--- config.mk ---
export PLATFORM = sky130hd
export DESIGN_NAME = countdown_sequencer
export DESIGN_NICKNAME = d
export VERILOG_FILES = /design/src/rtl/countdown_pkg.sv /design/src/rtl/tick_prescaler.sv /design/src/rtl/countdown_sequencer.sv
export SDC_FILE = /design/constraint.sdc
export NUM_CORES = 1
export LEC_CHECK = 0
export BUFFER_PORTS_ARGS = -buffer_cell sky130_fd_sc_hd__buf_2
export CAP_MARGIN = 20
export CORE_ASPECT_RATIO = 0.6
export CORE_MARGIN = 4
export CORE_UTILIZATION = 55
export DETAILED_ROUTE_END_ITERATION = 7
export GPL_ROUTABILITY_DRIVEN = 0
export HOLD_SLACK_MARGIN = 0.1
export PLACE_DENSITY = 0.85
export SYNTH_ARGS = -nofsm -noshare
export SYNTH_HDL_FRONTEND = slang
export SYNTH_HIERARCHICAL = 1
export SYNTH_SLANG_ARGS = --single-unit
--- constraint.sdc ---
create_clock -name clock -period 2.49 [get_ports clock]
set_input_delay 0.6225 -clock clock [delete_from_list [all_inputs] [get_ports clock]]
set_output_delay 0.6225 -clock clock [all_outputs]
set_load 0.1 [all_outputs]
--- src/rtl/countdown_pkg.sv ---
// Shared definitions for the seconds countdown control path.
// Holds the state encoding seen on the sequencer's `state` port and the
// default parameter values used for synthesis and simulation builds.
package countdown_pkg;

  // Encoding is visible on the `state` output port, so the values are fixed.
  typedef enum logic [1:0] {
    ST_IDLE    = 2'd0,
    ST_RUNNING = 2'd1,
    ST_PAUSED  = 2'd2,
    ST_EXPIRED = 2'd3
  } state_e;

  // Width of the preset / seconds value.
  localparam int SEC_W_DEF    = 6;

  // Clock cycles per one-second tick: 100 MHz board clock vs. fast simulation.
  localparam int TICK_DIV_SYN = 100_000_000;
  localparam int TICK_DIV_SIM = 4;

  // Prescaler width large enough for TICK_DIV_SYN (2^27 > 100e6).
  localparam int PRESC_W_DEF  = 27;

endpackage

--- src/rtl/tick_prescaler.sv ---
// One-second tick prescaler.
// Counts enabled cycles from 0 to TICK_DIV-1 and flags the wrap cycle.
//
// Ports:
//   clock   in   system clock
//   reset   in   synchronous, active-high reset (count -> 0)
//   enable  in   count this cycle; when low the count holds
//   clear   in   force the count to 0 at the next edge (wins over enable)
//   wrap    out  high in the cycle the count goes TICK_DIV-1 -> 0
module tick_prescaler #(
  parameter int TICK_DIV = 4,
  parameter int PRESC_W  = 3
) (
  input  logic clock,
  input  logic reset,
  input  logic enable,
  input  logic clear,
  output logic wrap
);

  localparam logic [PRESC_W-1:0] LAST = PRESC_W'(TICK_DIV - 1);

  logic [PRESC_W-1:0] cnt_q;
  logic [PRESC_W-1:0] cnt_d;

  // Wrap is deliberately independent of clear: the caller already drops the
  // tick when it clears, and this keeps the caller's decode free of a loop.
  assign wrap = enable & (cnt_q == LAST);

  always_comb begin
    cnt_d = cnt_q;
    if (clear) begin
      cnt_d = '0;
    end else if (wrap) begin
      cnt_d = '0;
    end else if (enable) begin
      cnt_d = cnt_q + PRESC_W'(1);
    end
  end

  always_ff @(posedge clock) begin
    if (reset) begin
      cnt_q <= '0;
    end else begin
      cnt_q <= cnt_d;
    end
  end

endmodule

--- src/rtl/countdown_sequencer.sv ---
// Control FSM for the seconds countdown datapath.
// Turns the start/pause/restart buttons into one-cycle events, runs the
// one-second prescaler and issues load/dec strobes to the countdown register.
// All outputs are registered: an event in cycle N shows up in cycle N+1.
//
// Ports:
//   clock          in   system clock
//   reset          in   synchronous, active-high reset
//   btn_start      in   start/resume request (level, debounced)
//   btn_pause      in   pause request (level, debounced)
//   btn_restart    in   restart request (level, debounced)
//   preset         in   seconds value captured on load
//   count_is_zero  in   datapath reports remaining count == 0
//   load           out  one-cycle pulse: datapath loads load_value
//   load_value     out  preset captured at the event cycle
//   dec            out  one-cycle pulse: datapath decrements by 1
//   running        out  high in RUNNING
//   paused         out  high in PAUSED
//   alarm          out  high in EXPIRED
//   state          out  encoded state (IDLE=0, RUNNING=1, PAUSED=2, EXPIRED=3)
module countdown_sequencer
  import countdown_pkg::*;
#(
  parameter int TICK_DIV = TICK_DIV_SYN,
  parameter int PRESC_W  = PRESC_W_DEF,
  parameter int SEC_W    = SEC_W_DEF
) (
  input  logic             clock,
  input  logic             reset,
  input  logic             btn_start,
  input  logic             btn_pause,
  input  logic             btn_restart,
  input  logic [SEC_W-1:0] preset,
  input  logic             count_is_zero,
  output logic             load,
  output logic [SEC_W-1:0] load_value,
  output logic             dec,
  output logic             running,
  output logic             paused,
  output logic             alarm,
  output logic [1:0]       state
);

  logic btn_start_q, btn_pause_q, btn_restart_q;
  logic evt_start, evt_pause, evt_restart;
  logic do_start, do_pause, do_restart;

  state_e           state_q, state_d;
  logic             load_q, load_d;
  logic [SEC_W-1:0] load_value_q, load_value_d;
  logic             dec_q, dec_d;
  logic             running_q, running_d;
  logic             paused_q, paused_d;
  logic             alarm_q, alarm_d;

  logic presc_en, presc_clr, wrap;

  // Rising-edge detect: a held button produces a single event.
  assign evt_start   = btn_start   & ~btn_start_q;
  assign evt_pause   = btn_pause   & ~btn_pause_q;
  assign evt_restart = btn_restart & ~btn_restart_q;

  // Same-cycle priority restart > pause > start; losers are dropped,
  // even when the winner is itself ignored in the current state.
  assign do_restart = evt_restart;
  assign do_pause   = evt_pause & ~evt_restart;
  assign do_start   = evt_start & ~evt_pause & ~evt_restart;

  // Prescaler runs only in RUNNING, holds in PAUSED so a resume keeps the
  // partial second, and restarts from 0 on every load.
  assign presc_en  = (state_q == ST_RUNNING);
  assign presc_clr = load_d | (state_q == ST_IDLE) | (state_q == ST_EXPIRED);

  tick_prescaler #(
    .TICK_DIV (TICK_DIV),
    .PRESC_W  (PRESC_W)
  ) u_presc (
    .clock  (clock),
    .reset  (reset),
    .enable (presc_en),
    .clear  (presc_clr),
    .wrap   (wrap)
  );

  always_comb begin
    state_d = state_q;
    load_d  = 1'b0;
    dec_d   = 1'b0;

    unique case (state_q)
      ST_IDLE: begin
        if (do_restart || do_start) begin
          state_d = ST_RUNNING;
          load_d  = 1'b1;
        end
      end
      ST_RUNNING: begin
        if (do_restart) begin
          load_d = 1'b1;
        end else if (do_pause) begin
          // A wrap in this cycle is swallowed: no dec while pausing.
          state_d = ST_PAUSED;
        end else if (count_is_zero && !load_q) begin
          // During the load cycle count_is_zero still reflects the old count.
          state_d = ST_EXPIRED;
        end else if (wrap && !count_is_zero) begin
          dec_d = 1'b1;
        end
      end
      ST_PAUSED: begin
        if (do_restart) begin
          state_d = ST_RUNNING;
          load_d  = 1'b1;
        end else if (do_start) begin
          state_d = ST_RUNNING;
        end
      end
      ST_EXPIRED: begin
        if (do_restart || do_start) begin
          state_d = ST_RUNNING;
          load_d  = 1'b1;
        end
      end
      default: state_d = ST_IDLE;
    endcase

    load_value_d = load_d ? preset : load_value_q;
    running_d    = (state_d == ST_RUNNING);
    paused_d     = (state_d == ST_PAUSED);
    alarm_d      = (state_d == ST_EXPIRED);
  end

  always_ff @(posedge clock) begin
    if (reset) begin
      state_q       <= ST_IDLE;
      load_q        <= 1'b0;
      load_value_q  <= '0;
      dec_q         <= 1'b0;
      running_q     <= 1'b0;
      paused_q      <= 1'b0;
      alarm_q       <= 1'b0;
      btn_start_q   <= 1'b0;
      btn_pause_q   <= 1'b0;
      btn_restart_q <= 1'b0;
    end else begin
      state_q       <= state_d;
      load_q        <= load_d;
      load_value_q  <= load_value_d;
      dec_q         <= dec_d;
      running_q     <= running_d;
      paused_q      <= paused_d;
      alarm_q       <= alarm_d;
      btn_start_q   <= btn_start;
      btn_pause_q   <= btn_pause;
      btn_restart_q <= btn_restart;
    end
  end

  assign load       = load_q;
  assign load_value = load_value_q;
  assign dec        = dec_q;
  assign running    = running_q;
  assign paused     = paused_q;
  assign alarm      = alarm_q;
  assign state      = state_q;

endmodule

Yosys cells after proc, flatten, opt, wreduce, memory -nomap -nowiden
Index checks and enable logic that the tools add are counted. Widths: inputs -> output; s select.

Register bits after elaboration: 43. Output and inout port bits: 13. Logic and storage cells: 55.

$add $sub $neg: 1. Muxes and demuxes: 11. Equal/unequal tests: 7. Bitwise logic cells: 15. Reduce and logical (&&, ||, !) cells: 10.

Operator list (count): $add 27x1->27 const B (1); $eq 27x27->1 const B (1); $mux 2 (6); $eq 2x2->1 const B (4); $and 1x1->1 (7); $not 1->1 (6); $pmux 2 s3 (1); $reduce_or 5->1 (1); $eq 2x1->1 const B (2); $reduce_or 2->1 (2); $mux 1 (3); $reduce_or 3->1 (1); $logic_and 1x1->1 (2); $logic_not 1->1 (2); $logic_not 2->1 (1); $or 1x1->1 (2); $pmux 1 s2 (1); $logic_or 1x1->1 (1).

Longest topological paths before layout
Depth after elaboration: 11. Mapped depth: 9.

Hierarchy
The synthesis kept the hierarchy.

Modules (own cells, without submodules): tick_prescaler (sequential area each 540.5 um^2, cells each 151, area each 1283.7 um^2, instances 1); countdown_sequencer (sequential area each 320.3 um^2, cells each 66, area each 700.7 um^2, instances 1).

Worst setup path after synthesis
OpenSTA, ideal clock, no wires.

Path type: reg-to-reg. Start: reg state_q[0], in the netlist state[0]. End: reg u_presc.cnt_q[18]. Arrival: 2697 ps. Slack: -325 ps. Cell stages (with the launch flop): 9. Setup time: 118 ps. Data required time: 2372 ps. Cells stage by stage: dfxtp_1 ha_1 and3_1 or3b_1 buf_2 buf_2 nor3b_2 xnor2_1 nor2_1.

Cells in the longest elaborated chain, start to end: 6. Elaborated cells on any way between the ends: 11. Classes of those cells: eq/ne (3); mux (1); bitwise (3); reduce/logical (4).

Ends and longest elaborated chain: start, declared (RTL line countdown_sequencer.sv:48) `state_e state_q, state_d;`; start signal, assigned (RTL line countdown_sequencer.sv:146) `state_q <= state_d;`; $eq 2x1->1 (*) (RTL line countdown_sequencer.sv:71) `assign presc_en = (state_q == ST_RUNNING);`; net presc_en (RTL line countdown_sequencer.sv:56) `logic presc_en, presc_clr, wrap;`; $reduce_or 2->1 (no source line); $pmux 1 s2 (RTL line countdown_sequencer.sv:90) `unique case (state_q)`; $or 1x1->1 (2 in a row) (RTL line countdown_sequencer.sv:72) `assign presc_clr = load_d | (state_q == ST_IDLE) | (state_q == ST_EXPIRED);`; $reduce_or 3->1 (no source line); end signal, assigned (RTL line tick_prescaler.sv:45) `cnt_q <= cnt_d;`; end, declared (RTL line tick_prescaler.sv:23) `logic [PRESC_W-1:0] cnt_q;`.

The timed path passes the listed nets; every way through them passes the cells marked *. A chain may end at the register's enable or synchronous reset.

Worst setup path in the final report
Start: reg u_presc.cnt_q[8]. End: reg u_presc.cnt_q[1].

Cells in the longest elaborated chain, start to end: 3.

Ends and longest elaborated chain: $eq 27x27->1 (RTL line tick_prescaler.sv:28) `assign wrap = enable & (cnt_q == LAST);`; $and 1x1->1 (RTL line tick_prescaler.sv:28); $reduce_or 3->1 (no source line).

Every way passes these cells.

==> metrics.txt <==
number of global-route vias before repair=1,447; area fraction in and, or, nand and nor cells after synthesis=30.8%; layout cell share with drive strength beyond 1=about a fifth; First-pass DRT Iterations=5; relative contribution of the clock network to total power=26.4%; residual antenna-violating net count after detailed routing=0; area enclosed by the die boundary=4660 um2; final clock period utilization by the worst path=88.6%; Primary FF master, synth=sky130_fd_sc_hd__dfxtp_1; class of the worst hold path=flop to flop; power density over the cells=roughly 740 nW/um2; portion of the post-synthesis area used by sequential elements=~43%; asr flop ratio synth=0%; maximum clock frequency=453 MHz; number of vias per cell=roughly 5.4; latest clock arrival within the worst-skew pair=between 0.3 and 0.4 ns; number of buffers on the longest clock path=2; number of violations reported at the end of detailed-routing iteration 0=between 150 and 200; top fanout value on the critical path=16; TritonCTS clock tree=built; series of cell instances along the critical path=or4b_1, nor3_1, nand4_1, o21ai_1, buf_4, nor2_1; highest-count cells in the layout ignoring fill and taps=41 x sky130_fd_sc_hd__dfxtp_1, 39 x sky130_fd_sc_hd__nor2_1, 24 x sky130_fd_sc_hd__buf_2; number of buffers added for setup after CTS=0; setup repair after global routing missed its margin=false; main combinational cell family by area after synthesis=simple AND/OR/NAND/NOR gates; worst endpoint required time=about 2.7 ns; compound-cell area share of the yosys netlist=between 6 and 7%; first-pass GRT wire length=just under 7000 um; post-synthesis instance total=217; arrival time at the worst endpoint=2.40 ns; number of buffers inserted during clock tree synthesis=5; internal power component=0.00104 W; GRT overflow=0; average cell area after synthesis=approximately 9.1 um2; critical path start-end classification=flop to flop; Worst Setup End Kind=flop; count of fill cells added during filler insertion=266; hold-fix buffers at CTS=0; post-layout net count=264; adder-cell area share of the yosys netlist=3.15%; number of antenna violations at the first check in global routing=0; # resized after CTS=0; post-route core utilization=67.1%; standard-cell row count=16; net load switching power=about 0.00062 W; area added between synthesis and finish=13.7%; most area-consuming cells after synthesis=sky130_fd_sc_hd__dfxtp_1 43%, sky130_fd_sc_hd__nor2_1 7.4%, sky130_fd_sc_hd__xnor2_1 5.3%; Critical-path top delay cell=sky130_fd_sc_hd__or4b_1; total wire length after detailed routing=a little over 4000 um; worst supply voltage drop on vdd=0.678 mV; most common cell after layout, fill and taps aside=sky130_fd_sc_hd__dfxtp_1; number of flops mapped to enable cells by yosys=0; number of clock sinks seen by CTS=43; starting utilization of the core area=between 50 and 60%; die outline height=around 55 um; final period demand of the worst path=approximately 2.2 ns; IO buf count=24; core region area=about 3400 um2; result of the run=completed; distinct cell type count after synthesis=43; XOR/XNOR share of the synthesized area=about a tenth; total placed instance area=between 2000 and 2500 um2; Finished Layout Cells=about 290; final design instance area without fill=2260 um2; static leakage power=about 0.81 nW; Placed Cells=between 200 and 300; max_slew headroom=roughly three fifths; Avg WL per Cell=around 14 um; fraction of power spent switching nets=roughly 37%; final hold vios=0; pin count of the biggest net entering global routing=19; Syn Nets=234; worst setup margin=0.283 ns; number of design rule violations left after detail routing=0; slew at the pin closest to its max-slew limit=0.590 ns; part of the power in combinational logic=between 20% and 30%; ANT cells=0; Synth warnings=6; boundary pin count=25; multiplexer area fraction after synthesis=3.53%; setup-violating endpoint count in the final report=0; Yosys top cell by area=sky130_fd_sc_hd__dfxtp_1; power share of the sequential group=about 45%; CTS Root Buffer Type=sky130_fd_sc_hd__clkbuf_8; element type at the critical path start=flop; crit-path max cell delay=0.52 ns; worst clock skew=around 0.0082 ns; clk slew on worst S/H paths=approximately 0.08 ns; Final Slew Violations=0; die width=about 86 um; worst setup timing slack at the placement stage=~0.33 ns; fraction of synthesized cell area taken by the top area cell type=between 40% and 50%; sum of negative setup slack=0 ns; total global-route track usage=19.5%; DR vias=1,582; number of maximum-capacitance violations=0; Max H-tree Level=2; number of synthesized register bits=43; DP HPWL=~3000 um; Post-Syn Area=1980 um2
## logic make-up (layout without fill, tap and decap cells)
group           count (synthesis)  after routing
simple gates                  110            110
flops                          43             43
xor+xnor                       23             23
compound gates                 16             16
buf+inv                        13             44
mux                             7              7
fa+ha+maj                       5              5
## cell type report
type                       count  area, um2  share of cell area, %
multi-input combinational    161       1070                   47.4
sequential                    43        863                   38.2
timing repair buffer          29        158                   6.98
clock buffer                   5       68.8                   3.05
tap                           45       56.3                   2.49
inverter                       7       26.3                   1.16
clock inverter                 3       15.0                  0.665
## critical path, delay by kind of cell (launching register included)
family / cells / cell delay, ns
and+or+nand+nor: 4 / 1.19
DFF: 1 / 0.37
AOI/OAI and AO/OA: 1 / 0.27
buffers and inverters: 1 / 0.27
## cell usage after synthesis, types with 2 or more instances
cell	number
sky130_fd_sc_hd__buf_2	4
sky130_fd_sc_hd__inv_1	7
sky130_fd_sc_hd__xnor2_1	12
sky130_fd_sc_hd__nor2_2	2
sky130_fd_sc_hd__dfxtp_1	43
sky130_fd_sc_hd__and2_1	3
sky130_fd_sc_hd__mux2i_1	7
sky130_fd_sc_hd__nor3b_2	2
sky130_fd_sc_hd__clkbuf_1	2
sky130_fd_sc_hd__or3_1	2
sky130_fd_sc_hd__nor2b_1	9
sky130_fd_sc_hd__a21oi_1	2
sky130_fd_sc_hd__nand2_1	12
sky130_fd_sc_hd__or2_2	2
sky130_fd_sc_hd__nor3_1	8
sky130_fd_sc_hd__ha_1	5
sky130_fd_sc_hd__nor4b_2	2
sky130_fd_sc_hd__nor2_1	39
sky130_fd_sc_hd__nor4_1	3
sky130_fd_sc_hd__nand4_1	11
sky130_fd_sc_hd__xor2_1	11
sky130_fd_sc_hd__o21ai_0	6
sky130_fd_sc_hd__nand3_1	3
## power by group through the flow
stage / Sequential [W] / Combinational [W] / Clock, W
floorplan: 0.000959 / 0.000181 / 0
global placement: 0.000757 / 0.000469 / 0
detailed placement: 0.000759 / 0.000476 / 0
CTS: 0.000744 / 0.000477 / 0.000450
global route: 0.000748 / 0.000502 / 0.000471
finish: 0.000744 / 0.000478 / 0.000438
## metrics by stage
step	total power, W	hold slack (ns)
3_3_place_gp	0.00123	0.469
5_1_grt	0.00172	0.509
3_5_place_dp	0.00123	0.475
4_1_cts	0.00167	0.494
6_report	0.00166	0.493
2_1_floorplan	0.00114	0.445
## per-layer routing
layer | part of all wire (%) | wire length, um | track usage [%]
met2 | 37 | 1510 | 26.2
met3 | 6.3 | 254 | 4.96
met4 | 2.2 | 89 | 10.0
met5 | 0 | 0 | 0
met1 | 54 | 2180 | 28.3
## sequential cells by signal, summed over array words and instances, names as in the netlist
| name | flops |
|---|---|
| u_presc/cnt_q | 27 |
| load_value | 6 |
| state | 2 |
| alarm | 1 |
| btn_pause_q | 1 |
| btn_restart_q | 1 |
| btn_start_q | 1 |
| dec | 1 |
| load | 1 |
| paused | 1 |
| running | 1 |
## final timing paths
| path | endpoint | slack [ns] | depth (start not counted) | start |
|---|---|---|---|---|
| worst max-delay path | u_presc/cnt_q[1]$_SDFFE_PP0P_ | 0.28 | 6 | u_presc/cnt_q[8]$_SDFFE_PP0P_ |
| worst min-delay path | u_presc/cnt_q[16]$_SDFFE_PP0P_ | 0.49 | 1 | u_presc/cnt_q[16]$_SDFFE_PP0P_ |
| worst max register to register | u_presc/cnt_q[1]$_SDFFE_PP0P_ | 0.28 | 6 | u_presc/cnt_q[8]$_SDFFE_PP0P_ |
| worst min register to register | u_presc/cnt_q[16]$_SDFFE_PP0P_ | 0.49 | 1 | u_presc/cnt_q[16]$_SDFFE_PP0P_ |
Note: power is estimated with default switching activity, not from simulation.
